## src/rtl/uart_rx.sv

```systemverilog
// UART receive engine: oversampled start/data/two-stop frame reconstruction.
// Define UART_RX_MAJORITY_EN for 2-of-3 majority sampling around each sample point.
module uart_rx #(
  parameter int DATA_BW     = 8,
  parameter int DATA_BW_BIT = 4,
  parameter int OVERSAMPLE  = 16,
  parameter int OS_BW       = 4
) (
  input  logic               clk,
  input  logic               rst,
  input  logic               tick,
  input  logic               RX,
  output logic [DATA_BW-1:0] data_out,
  output logic               valid,
  output logic               frame_err,
  output logic               busy
);

  localparam logic [OS_BW-1:0]       HALF_PT  = OS_BW'(OVERSAMPLE / 2 - 1);
  localparam logic [OS_BW-1:0]       FULL_PT  = OS_BW'(OVERSAMPLE - 1);
  localparam logic [DATA_BW_BIT-1:0] LAST_BIT = DATA_BW_BIT'(DATA_BW - 1);

  typedef enum logic [2:0] {IDLE, START, DATA, STOP_1, STOP_2} state_t;

  state_t                 state;
  logic [OS_BW-1:0]       os_cnt;
  logic [DATA_BW_BIT-1:0] bit_cnt;
  logic [DATA_BW-1:0]     shreg;
  logic                   err;
  logic                   rx_meta, rx_s;
  logic [OS_BW-1:0]       sample_pt;
  logic                   at_pt;
  logic                   sample;

  always_ff @(posedge clk or posedge rst) begin
    if (rst) begin
      rx_meta <= 1'b1;
      rx_s    <= 1'b1;
    end else begin
      rx_meta <= RX;
      rx_s    <= rx_meta;
    end
  end

  assign sample_pt = (state == START) ? HALF_PT : FULL_PT;
  assign at_pt     = (os_cnt == sample_pt);
  assign busy      = (state != IDLE);

`ifdef UART_RX_MAJORITY_EN
  // Two earlier looks at rx_s, taken one and two ticks before the sample point.
  logic [1:0] win;

  always_ff @(posedge clk or posedge rst) begin
    if (rst) begin
      win <= 2'b11;
    end else if (tick) begin
      if (os_cnt == sample_pt - OS_BW'(2)) win[0] <= rx_s;
      if (os_cnt == sample_pt - OS_BW'(1)) win[1] <= rx_s;
    end
  end

  assign sample = (win[0] & win[1]) | (win[0] & rx_s) | (win[1] & rx_s);
`else
  assign sample = rx_s;
`endif

  always_ff @(posedge clk or posedge rst) begin
    if (rst) begin
      state     <= IDLE;
      os_cnt    <= '0;
      bit_cnt   <= '0;
      shreg     <= '0;
      err       <= 1'b0;
      data_out  <= '0;
      valid     <= 1'b0;
      frame_err <= 1'b0;
    end else begin
      valid     <= 1'b0;
      frame_err <= 1'b0;
      if (tick) begin
        case (state)
          IDLE: begin
            if (!rx_s) begin
              state  <= START;
              os_cnt <= '0;
            end
          end
          START: begin
            if (at_pt) begin
              os_cnt <= '0;
              if (!sample) begin
                state   <= DATA;
                bit_cnt <= '0;
              end else begin
                state <= IDLE;
              end
            end else begin
              os_cnt <= os_cnt + OS_BW'(1);
            end
          end
          DATA: begin
            if (at_pt) begin
              // LSB-first shift: after DATA_BW samples bit 0 sits at the LSB.
              shreg  <= {sample, shreg[DATA_BW-1:1]};
              os_cnt <= '0;
              if (bit_cnt == LAST_BIT) state <= STOP_1;
              else bit_cnt <= bit_cnt + DATA_BW_BIT'(1);
            end else begin
              os_cnt <= os_cnt + OS_BW'(1);
            end
          end
          STOP_1: begin
            if (at_pt) begin
              err    <= !sample;
              os_cnt <= '0;
              state  <= STOP_2;
            end else begin
              os_cnt <= os_cnt + OS_BW'(1);
            end
          end
          STOP_2: begin
            if (at_pt) begin
              data_out  <= shreg;
              valid     <= 1'b1;
              frame_err <= err | !sample;
              os_cnt    <= '0;
              state     <= IDLE;
            end else begin
              os_cnt <= os_cnt + OS_BW'(1);
            end
          end
          default: state <= IDLE;
        endcase
      end
    end
  end

endmodule

```

## config.mk

```make
export PLATFORM = sky130hd
export DESIGN_NAME = uart_rx
export DESIGN_NICKNAME = d
export VERILOG_FILES = /design/src/rtl/uart_rx.sv
export SDC_FILE = /design/constraint.sdc
export NUM_CORES = 1
export LEC_CHECK = 0
export ABC_CLOCK_PERIOD_IN_PS = 4900
export CAP_MARGIN = 20
export CORE_UTILIZATION = 40
export CTS_CLUSTER_DIAMETER = 150
export DETAILED_ROUTE_END_ITERATION = 10
export GPL_ROUTABILITY_DRIVEN = 0
export PLACE_DENSITY = 0.6
export SLEW_MARGIN = 10
export SYNTH_ARGS = -nofsm -noshare
export SYNTH_HDL_FRONTEND = slang
export SYNTH_SLANG_ARGS = --single-unit
```

## constraint.sdc

```tcl
create_clock -name clk -period 4.9 [get_ports clk]
set_input_delay 0.735 -clock clk [delete_from_list [all_inputs] [get_ports clk]]
set_output_delay 0.735 -clock clk [all_outputs]
set_load 0.1 [all_outputs]
```

# Yosys cells after proc, flatten, opt, wreduce, memory -nomap -nowiden
# Index checks and enable logic that the tools add are counted.
# totals
inputBits	4
elab_cells	61
reg_bits	32
out_inout_bits	11
# classes
muxes	22
eq_ne	14
n_addsub	2
reduce_logical	12
n_bitwise	1
# ops
operator	count
4-bit two-way mux	6
3-bit two-way mux	6
2-bit != test, second input constant	8
4-bit case mux with 2 select lines	2
3-bit case mux with 5 select lines	1
3-bit AND reduction	4
4-bit by 1-bit adder with 4-bit output, second input constant	2
7-bit AND reduction	1
3-bit by 2-bit == test with 1-bit output, second input constant	2
1-bit two-way mux	6
6-bit AND reduction	1
4-bit by 3-bit == test with 1-bit output, second input constant	1
4-bit == test	1
2-bit nonzero test	2
4-bit OR reduction	1
3-bit by 1-bit == test with 1-bit output, second input constant	1
3-bit == test, second input constant	1
3-bit zero test	1
3-bit nonzero test	1
2-bit two-way mux	1
1-bit zero test	1
1-bit bitwise OR	1

# Depth between registers and ports, before layout
# Gate-level depths: netlist (run 1).
# logic_depth
ltp_word	6
depth_mapped	6
mapped_depth_nobuf	5

# Least setup slack after synthesis (run 1)
# No wires, ideal clock.
# synth_timing
path_kind	register to output
from	reg state[1]
to	out busy
path_stages_with_launch	3
path_slack_ns	2.837
arrival_ns	1.328
path_cell_list	dfrtp_1 > buf_4 > or3_1
# synth_between
elab_chain_len	1
# synth_rtl
element	line_no	rtl
from (decl)	25	state_t state;
from (signal assigned)	69	state <= IDLE;
from (signal assigned)	84	state <= START;
from (signal assigned)	92	state <= DATA;
3-bit nonzero test	47	assign busy = (state != IDLE);
to (decl)	16	output logic busy
# No other way between the ends.

# Worst setup path after layout (run 1)
# layout_timing
from	reg state[2]
to	out busy
# The elaborated chain is that of the path after synthesis.

==> results of run 1 <==
## Yosys cell counts, types with 3 or more instances
cell type,n
mux2_2,17
inv_1,6
nand3_1,4
nand2b_1,3
o21ai_0,7
buf_2,3
buf_4,3
nor2_1,5
nand2_1,12
nor3_1,4
a21oi_1,5
dfrtp_1,30
a31oi_1,3
## state kept, by name, summed over array words and instances, names as in the netlist
name,flops
data_out,8
shreg,8
bit_cnt,4
os_cnt,4
state,3
err,1
frame_err,1
rx_meta,1
rx_s,1
valid,1
## final cells by class
class | instances | share of cell area [%]
sequential | 32 | 41.7
multi-input combinational | 106 | 41.3
timing repair buffer | 15 | 7.67
clock buffer | 7 | 4.48
tap | 50 | 3.25
inverter | 6 | 1.17
clock inverter | 1 | 0.390
## stage by stage
step,power [mW],utilization [%],area [sq um],setup slack (ns)
2_1_floorplan,0.600,-,1690,2.84
3_5_place_dp,0.636,45.5,1830,2.10
5_1_grt,0.898,47.8,1930,1.68
3_3_place_gp,0.624,45.5,1830,2.13
6_report,0.844,47.8,1930,1.79
4_1_cts,0.850,47.8,1930,1.80
## worst max-delay path by stage
| stage | cells past startpoint | startpoint | slack (ns) | to |
|---|---|---|---|---|
| final | 2 | state[2] | 1.79 | busy |
| after detailed placement | 2 | state[2] | 2.10 | busy |
| after floorplan | 2 | state[1] | 2.84 | busy |
| after global placement | 2 | state[2] | 2.13 | busy |
| after CTS | 2 | state[2] | 1.80 | busy |
| after global routing | 2 | state[2] | 1.68 | busy |
## cells by family after synthesis
| kind of cell | after synthesis | share of synthesized area [%] |
|---|---|---|
| DFF | 32 | 47.6 |
| and+or+nand+nor | 55 | 20.6 |
| adders and majority gates | 2 | 1.48 |
| buffers and inverters | 15 | 5.19 |
| xor gates and xnor gates | 1 | 0.519 |
| AOI/OAI and AO/OA | 29 | 12.0 |
| muxes | 19 | 12.5 |
## where the power goes
group / total (mW) / internal (mW) / switching [mW]
clock: 0.210 / 0.114 / 0.0961
combinational: 0.248 / 0.113 / 0.135
sequential: 0.386 / 0.302 / 0.0839
total: 0.844 / 0.529 / 0.315
## critical path, stage by stage, from the launching register on
cell and delay [ns]:
dfrtp_1 0.75, or3_1 0.21, clkdlybuf4s50_1 1.13
## metal layers
metal | part of all wire (%) | track usage, % | vias to the layer above
met3 | 2.5 | 3.60 | 5
li1 | - | - | 579
met1 | 49 | 22.0 | 598
met5 | 0 | 0 | -
met4 | 1.5 | 7.18 | 0
met2 | 47 | 24.7 | 16
==> results by group, run 1 <==
Setup path
  – R2R depth: 3
  – Critical path type: flop to output pin
  – Worst EP arrival: 2.38 ns
  – Crit-path max FO: 23
  – CP startpoint kind: flop
  – Required time worst endpoint: 4.16 ns
  – R2R Path Start: state[2]
  – Reg2Reg Setup Slack: 2.84 ns
  – Worst R2R End: shreg[3]
  – Crit. End Element: output pin

CTS
  – Root Buffer: clkbuf_8
  – CTS max path bufs: 2
  – CTS H-tree depth: 2
  – Hold_buf cts: 0
  – CTS Buf Count: 5
  – Reg clk slew, reported paths: 0.07 ns
  – CTS sink cnt: 32
  – Post-CTS Resized: 0
  – CTS tree: done
  – Worst skew pair latency: 0.28 ns
  – Post-CTS Setup Repair Bufs: 0

Placement
  – I/O Buffers: 14
  – DP Wirelength: 2160 um
  – Placed cells: 209

Route
  – Drt total wl: 3190 um
  – Total number of vias: 1198
  – DRC viols: 0
  – Iter 0 DRT Violations: 41
  – Vias per cell: 5.52
  – Drt first pass iters: 4
  – Drt wl/cell: 14.7 um
  – DRT antenna net count: 0

Floorplanning
  – Die Span X: 66.9 um
  – Row cnt: 23
  – Die ar.: 4480 sq um
  – Core area: 4030 sq um
  – Die Y: 66.9 um
  – Initial Utilization: 41.9%
  – Io pins: 15

Finish
  – Area Overhead vs Synth: 14.2%
  – Register area: 803 sq um
  – Multi-input logic area: 796 sq um
  – Fillers: 376
  – Commonest non-fill, non-tap cells in the layout: dfrtp_1 (30), mux2_2 (17), clkdlybuf4s50_1 (14)
  – Antenna diodes: 0
  – Non-filler cells, final: 217
  – Share of layout cells above drive strength 1: 22.2%
  – # nets final: 172
  – Most common cell after layout, fill and taps aside: dfrtp_1

Min path
  – Hold path endpoint: rx_s
  – Cell depth of the worst hold path: 0
  – Worst Hold Class: flop to flop
  – Worst Min Path Start: rx_meta

Yosys
  – Synth area leader: dfrtp_1
  – Seq/Total Area, Yosys: 47.6%
  – EDFF count, synth: 0
  – Share of the synthesized area in the top cell type: 44.5%
  – Top cells by area, synth: dfrtp_1 (45%), mux2_2 (11%), dfstp_2 (3.1%), nand2_1 (2.7%), o21ai_0 (2.1%)
  – Cells after Synth: 153
  – Top FF cell, synth: dfrtp_1
  – Syn_nets: 159
  – Post-synthesis register bit count: 32
  – Synth async-reset ratio: 100%
  – Synth warnings: 0
  – Average size of a mapped cell: 11.0 sq um
  – Mapped cell area: 1690 sq um
  – Synth cell types: 51

Timing
  – RSZ-0062 raised after global routing: false
  – Max Clk Rate: 321 MHz
  – Worst clock skew: 0.00591 ns
  – Tmin final: 3.11 ns
  – Max-slew violations: 0
  – Worst-margin pin slew: 0.972 ns
  – Hold WS: 0.357 ns
  – Setup tns final: 0 ns
  – Setup-failing EPs final: 0
  – Final worst-path cycle share: 63.5%
  – Slew margin rel.: 35.0%
  – Hold Fails Final Rpt: 0

Pwr
  – Peak supply drop: 0.221 mV
  – Leak: 0.854 nW
  – PD cells: 438 nW/um^2

Run status
  – Outcome: finished, final reports clean

GRT
  – GRT Total Usage: 16.3%
  – Total congestion overflow: 0
  – First-pass GRT wire length: 5390 um
  – Vias in the first global route: 1122
  – Pin count of the biggest net entering global routing: 33
  – Initial antenna violation count: 0

Run
  – Max Cap Viol: 0
No activity file was read; power rests on OpenSTA's default activity.
==> run 2, diff against run 1 <==
Settings changed: ABC_CLOCK_PERIOD_IN_PS 4900 to 2960.
Clock period 4.9 ns to 2.96 ns, I/O delays scaled along.
==> results by group, run 2 (synthesis results as in run 1) <==
CTS
  – Hold_buf cts: 0 (unchanged)
  – CTS Buf Count: 5 (unchanged)
  – Root Buffer: clkbuf_8 (unchanged)
  – Worst skew pair latency: 0.27 ns (was 0.28 ns)
  – CTS tree: done (unchanged)
  – Post-CTS Setup Repair Bufs: 0 (unchanged)
  – Reg clk slew, reported paths: 0.06 ns (was 0.07 ns)
  – CTS sink cnt: 32 (unchanged)
  – CTS H-tree depth: 2 (unchanged)
  – Post-CTS Resized: 0 (unchanged)
  – CTS max path bufs: 2 (unchanged)

Floorplanning
  – Core area: 4030 sq um (unchanged)
  – Io pins: 15 (unchanged)
  – Die Y: 66.9 um (unchanged)
  – Die Span X: 66.9 um (unchanged)
  – Row cnt: 23 (unchanged)
  – Initial Utilization: 41.9% (unchanged)
  – Die ar.: 4480 sq um (unchanged)

Setup path
  – Critical path type: input pin to flop (was flop to output pin)
  – CP startpoint kind: input pin (was flop)
  – Required time worst endpoint: 3.12 ns (was 4.16 ns)
  – Worst EP arrival: 2.21 ns (was 2.38 ns)
  – Crit. End Element: flop (was output pin)
  – Crit-path max FO: 11 (was 23)

Finish
  – Area Overhead vs Synth: 13.0% (was 14.2%)
  – Layout Utilization: 47.3% (was 47.8%)
  – # nets final: 173 (was 172)
  – Fillers: 389 (was 376)
  – Register area: 803 sq um (unchanged)
  – Share of layout cells above drive strength 1: 29.2% (was 22.2%)
  – Most common cell after layout, fill and taps aside: dfrtp_1 (unchanged)
  – Non-filler cells, final: 218 (was 217)
  – Commonest non-fill, non-tap cells in the layout: dfrtp_1 (30), mux2_2 (17), buf_4 (13) (was dfrtp_1 (30), mux2_2 (17), clkdlybuf4s50_1 (14))
  – Finished Cell Area: 1910 sq um (was 1930 sq um)
  – Antenna diodes: 0 (unchanged)
  – Multi-input logic area: 796 sq um (unchanged)
  – Largest regs: data_out x8, shreg x8 (unchanged)

Timing
  – Worst-margin pin slew: 0.662 ns (was 0.972 ns)
  – Slew margin rel.: 55.8% (was 35.0%)
  – Tmin final: 2.06 ns
  – Max Clk Rate: 486 MHz
  – Final worst-path cycle share: 69.4%
  – Setup-failing EPs final: 0 (unchanged)
  – Worst clock skew: 0.00425 ns (was 0.00591 ns)
  – Hold Fails Final Rpt: 0 (unchanged)
  – Crit path setup slack, layout: 0.904 ns (was 1.79 ns)
  – Max-slew violations: 0 (unchanged)
  – Setup tns final: 0 ns (unchanged)
  – RSZ-0062 raised after global routing: false (unchanged)
  – Hold WS: 0.356 ns (was 0.357 ns)

GRT
  – Initial antenna violation count: 0 (unchanged)
  – Total congestion overflow: 0 (unchanged)
  – First-pass GRT wire length: 5070 um (was 5390 um)
  – Vias in the first global route: 1101 (was 1122)
  – Pin count of the biggest net entering global routing: 23 (was 33)
  – GRT Total Usage: 15.3% (was 16.3%)

Pwr
  – Leak: 0.879 nW (was 0.854 nW)
  – Peak supply drop: 0.399 mV (was 0.221 mV)
  – Final Power: 1.39 mW (was 0.844 mW)
  – PD cells: 731 nW/um^2 (was 438 nW/um^2)

Route
  – DRT antenna net count: 0 (unchanged)
  – Iter 0 DRT Violations: 20 (was 41)
  – Wire length on met2: 1520 um (was 1510 um)
  – Total number of vias: 1184 (was 1198)
  – Drt wl/cell: 14.2 um (was 14.7 um)
  – Drt total wl: 3100 um (was 3190 um)
  – Wire length on met3: 63 um (was 79 um)
  – DRC viols: 0 (unchanged)
  – Drt first pass iters: 4 (unchanged)
  – Met1 wire length: 1490 um (was 1550 um)
  – Vias per cell: 5.43 (was 5.52)
  – Highest layer used for signal routing: met4 (unchanged)

Run
  – Max Cap Viol: 0 (unchanged)

Min path
  – Worst Hold Class: flop to flop (unchanged)

Placement
  – Dpl ws: 0.622 ns (was 2.10 ns)
  – DP Wirelength: 2150 um (was 2160 um)
  – Area after DPL: 1810 sq um (was 1830 sq um)
  – I/O Buffers: 14 (unchanged)
  – Placed cells: 210 (was 209)

Run status
  – Outcome: finished, final reports clean (unchanged)
[run 2: cell count changes in the layout (fill, tap and decap cells not counted), sizes merged]
cell	change
clkdlybuf4s50	-11
buf	+12
[run 2: critical path, stage by stage]
cell and delay [ns]:
clkdlybuf4s50_1 0.70, nand4_4 0.19, nor2_2 0.48, mux2_2 0.40
[run 2: area by class of cell]
class	count	share of cell area, %
clock buffers	7	4.53
multi-input cells	106	41.8
clock inverters	1	0.394
flip-flops and latches	32	42.2
well taps	50	3.28
inverters	6	1.18
repair buffers	16	6.70
[run 2: final timing paths]
kind / endpoint / slack (ns) / start / depth (start not counted)
setup / recovery: shreg[0] / 0.90 / tick / 4
hold / removal: rx_s / 0.36 / rx_meta / 0
setup reg to reg: shreg[0] / 0.91 / state[1] / 3
hold reg to reg: rx_s / 0.36 / rx_meta / 0
max in group asynchronous: rx_s / 1.65 / rst / 3
min in group asynchronous: data_out[3] / 0.57 / rst / 2
[run 2: where the power goes]
| part | leakage [nW] | switching [mW] | internal [mW] |
|---|---|---|---|
| combinational | 0.418 | 0.238 | 0.189 |
| clock | 0.0445 | 0.149 | 0.189 |
| sequential | 0.417 | 0.127 | 0.501 |
| total | 0.879 | 0.514 | 0.878 |
[run 2: metal layers]
metal	track usage, %	vias up
met5	0	-
met4	5.32	0
met3	4.11	4
met2	23.9	12
met1	20.2	585
li1	-	583
==> run 3, diff against run 2 <==
Settings changed: ABC_CLOCK_PERIOD_IN_PS 2960 to 1900.
Clock period 2.96 ns to 1.9 ns, I/O delays scaled along.
==> results by group, run 3 (synthesis results as in run 1) <==
Run status
  – Outcome: finished, final reports clean (unchanged)

Setup path
  – CP startpoint kind: flop (was input pin)
  – Critical Path Sink: busy (was shreg[0])
  – Crit. End Element: output pin (was flop)
  – Worst path cell trace: buf_4, or3_2, buf_12 (was clkdlybuf4s50_1, nand4_4, nor2_2, mux2_2)
  – Required time worst endpoint: 1.62 ns (was 3.12 ns)
  – R2R depth: 4 (was 3)
  – Crit path from: state[2] (was tick)
  – R2R Path Start: state[0] (was state[1])
  – Crit-path max FO: 9 (was 11)
  – Critical path type: flop to output pin (was input pin to flop)
  – Slowest CP cell: or3_2 (was clkdlybuf4s50_1)
  – Reg2Reg Setup Slack: 0.12 ns (was 0.91 ns)
  – Worst EP arrival: 1.57 ns (was 2.21 ns)
  – Worst R2R End: state[0] (was shreg[0])
  – Max incr delay on CP: 0.50 ns (was 0.70 ns)

Timing
  – Tmin final: 1.86 ns
  – Worst clock skew: 0.00384 ns (was 0.00425 ns)
  – Max-slew violations: 0 (unchanged)
  – Setup-failing EPs final: 0 (unchanged)
  – Slew margin rel.: 70.4% (was 55.8%)
  – Hold WS: 0.357 ns (was 0.356 ns)
  – Crit path setup slack, layout: 0.0430 ns (was 0.904 ns)
  – Final worst-path cycle share: 97.7%
  – Hold Fails Final Rpt: 0 (unchanged)
  – Max Clk Rate: 539 MHz
  – RSZ-0062 raised after global routing: false (unchanged)
  – Setup tns final: 0 ns (unchanged)
  – Worst-margin pin slew: 0.444 ns (was 0.662 ns)

GRT
  – Global route hottest layer: met2 (unchanged)
  – GR Util met1: 21.0% (was 20.2%)
  – Total congestion overflow: 0 (unchanged)
  – Pin count of the biggest net entering global routing: 33 (was 23)
  – M3 GR Usage: 5.14% (was 4.11%)
  – Vias in the first global route: 1212 (was 1101)
  – GRT Total Usage: 17.4% (was 15.3%)
  – First-pass GRT wire length: 5710 um (was 5070 um)
  – M2 GR Usage: 29.3% (was 23.9%)
  – Initial antenna violation count: 0 (unchanged)

Pwr
  – Clock network fraction of design power: 23.5% (was 24.2%)
  – Reg power frac: 41.8% (was 45.1%)
  – Peak supply drop: 0.605 mV (was 0.399 mV)
  – Logic pwr share: 34.7% (was 30.7%)
  – Cell internal pwr: 1.44 mW (was 0.878 mW)
  – NetSw: 0.836 mW (was 0.514 mW)
  – Leak: 0.929 nW (was 0.879 nW)
  – Switching Fraction: 36.8% (was 36.9%)
  – PD cells: 1140 nW/um^2 (was 731 nW/um^2)

Route
  – DRT antenna net count: 0 (unchanged)
  – Drt total wl: 3400 um (was 3100 um)
  – Drt first pass iters: 4 (unchanged)
  – Drt wl/cell: 15.0 um (was 14.2 um)
  – Iter 0 DRT Violations: 60 (was 20)
  – Total number of vias: 1245 (was 1184)
  – DRC viols: 0 (unchanged)
  – Vias per cell: 5.48 (was 5.43)

Finish
  – Antenna diodes: 0 (unchanged)
  – Share of layout cells above drive strength 1: 33.9% (was 29.2%)
  – # nets final: 182 (was 173)
  – Commonest non-fill, non-tap cells in the layout: dfrtp_1 (30), buf_4 (21), mux2_2 (17) (was dfrtp_1 (30), mux2_2 (17), buf_4 (13))
  – Finished Cell Area: 1990 sq um (was 1910 sq um)
  – Area Overhead vs Synth: 18.0% (was 13.0%)
  – Layout Utilization: 49.4% (was 47.3%)
  – Largest regs: data_out x8, shreg x8 (unchanged)
  – Fillers: 402 (was 389)
  – Most common cell after layout, fill and taps aside: dfrtp_1 (unchanged)

Floorplanning
  – Die ar.: 4480 sq um (unchanged)
  – Core area: 4030 sq um (unchanged)
  – Row cnt: 23 (unchanged)
  – Die Y: 66.9 um (unchanged)
  – Die Span X: 66.9 um (unchanged)
  – Io pins: 15 (unchanged)
  – Initial Utilization: 41.9% (unchanged)

Placement
  – Dpl ws: 0.0699 ns (was 0.622 ns)
  – DP Wirelength: 2390 um (was 2150 um)
  – I/O Buffers: 14 (unchanged)
  – Area after DPL: 1890 sq um (was 1810 sq um)

CTS
  – Post-CTS Setup Repair Bufs: 0 (unchanged)
  – Worst skew pair latency: 0.28 ns (was 0.27 ns)
  – Reg clk slew, reported paths: 0.06 ns (about the same)
  – CTS tree: done (unchanged)
  – Root Buffer: clkbuf_8 (unchanged)
  – CTS max path bufs: 2 (unchanged)
  – CTS H-tree depth: 2 (unchanged)
  – CTS Buf Count: 5 (unchanged)
  – CTS sink cnt: 32 (unchanged)

Min path
  – Worst Hold Class: flop to flop (unchanged)

Run
  – Max Cap Viol: 0 (unchanged)
-- run 3: what timing repair did --
action                                  in CTS  in global routing
resized for setup                            0                  1
hold buffers                                 0                  0
endpoints found under the setup margin       0                  1
-- run 3: layout make-up --
class	count	area (sq um)	share of cell area, %
Timing Repair Buffer	25	208	10.4
Multi-Input combinational cell	106	800	40.2
Inverter	6	22.5	1.13
Clock inverter	1	7.51	0.377
Clock buffer	7	86.3	4.34
Tap cell	50	62.6	3.14
Sequential cell	32	803	40.4
-- run 3: metrics by stage --
step / total power, mW / cells
after detailed placement: 1.74 / 219
after floorplan: 1.55 / 153
final: 2.27 / 227
after CTS: 2.29 / 227
after global placement: 1.71 / 219
after global routing: 2.43 / 227
-- run 3: power groups by stage --
stage | clock [mW] | sequential [mW] | combinational, mW
2_1_floorplan | 0 | 0.860 | 0.689
3_3_place_gp | 0 | 0.955 | 0.750
3_5_place_dp | 0 | 0.960 | 0.779
4_1_cts | 0.558 | 0.947 | 0.784
5_1_grt | 0.581 | 0.969 | 0.876
6_report | 0.534 | 0.951 | 0.789
-- run 3: per-layer routing --
metal	vias up	routed length [um]
met5	-	0
met4	0	31
met3	4	122
met2	28	1680
met1	615	1560
li1	598	-
-- run 3: worst min-delay path by stage --
stage | from | endpoint | slack [ns] | cells past startpoint
3_3_place_gp | rx_meta | rx_s | 0.35 | 0
2_1_floorplan | RX | rx_meta | 0.29 | 0
3_5_place_dp | rx_meta | rx_s | 0.35 | 0
6_report | rx_meta | rx_s | 0.36 | 0
4_1_cts | rx_meta | rx_s | 0.36 | 0
5_1_grt | rx_meta | rx_s | 0.36 | 0
-- run 3: critical path, delay by kind of cell (launching register included) --
kind / cells / cell delay [ns]
and+or+nand+nor: 1 / 0.50
buffers and inverters: 2 / 0.37
DFF: 1 / 0.42
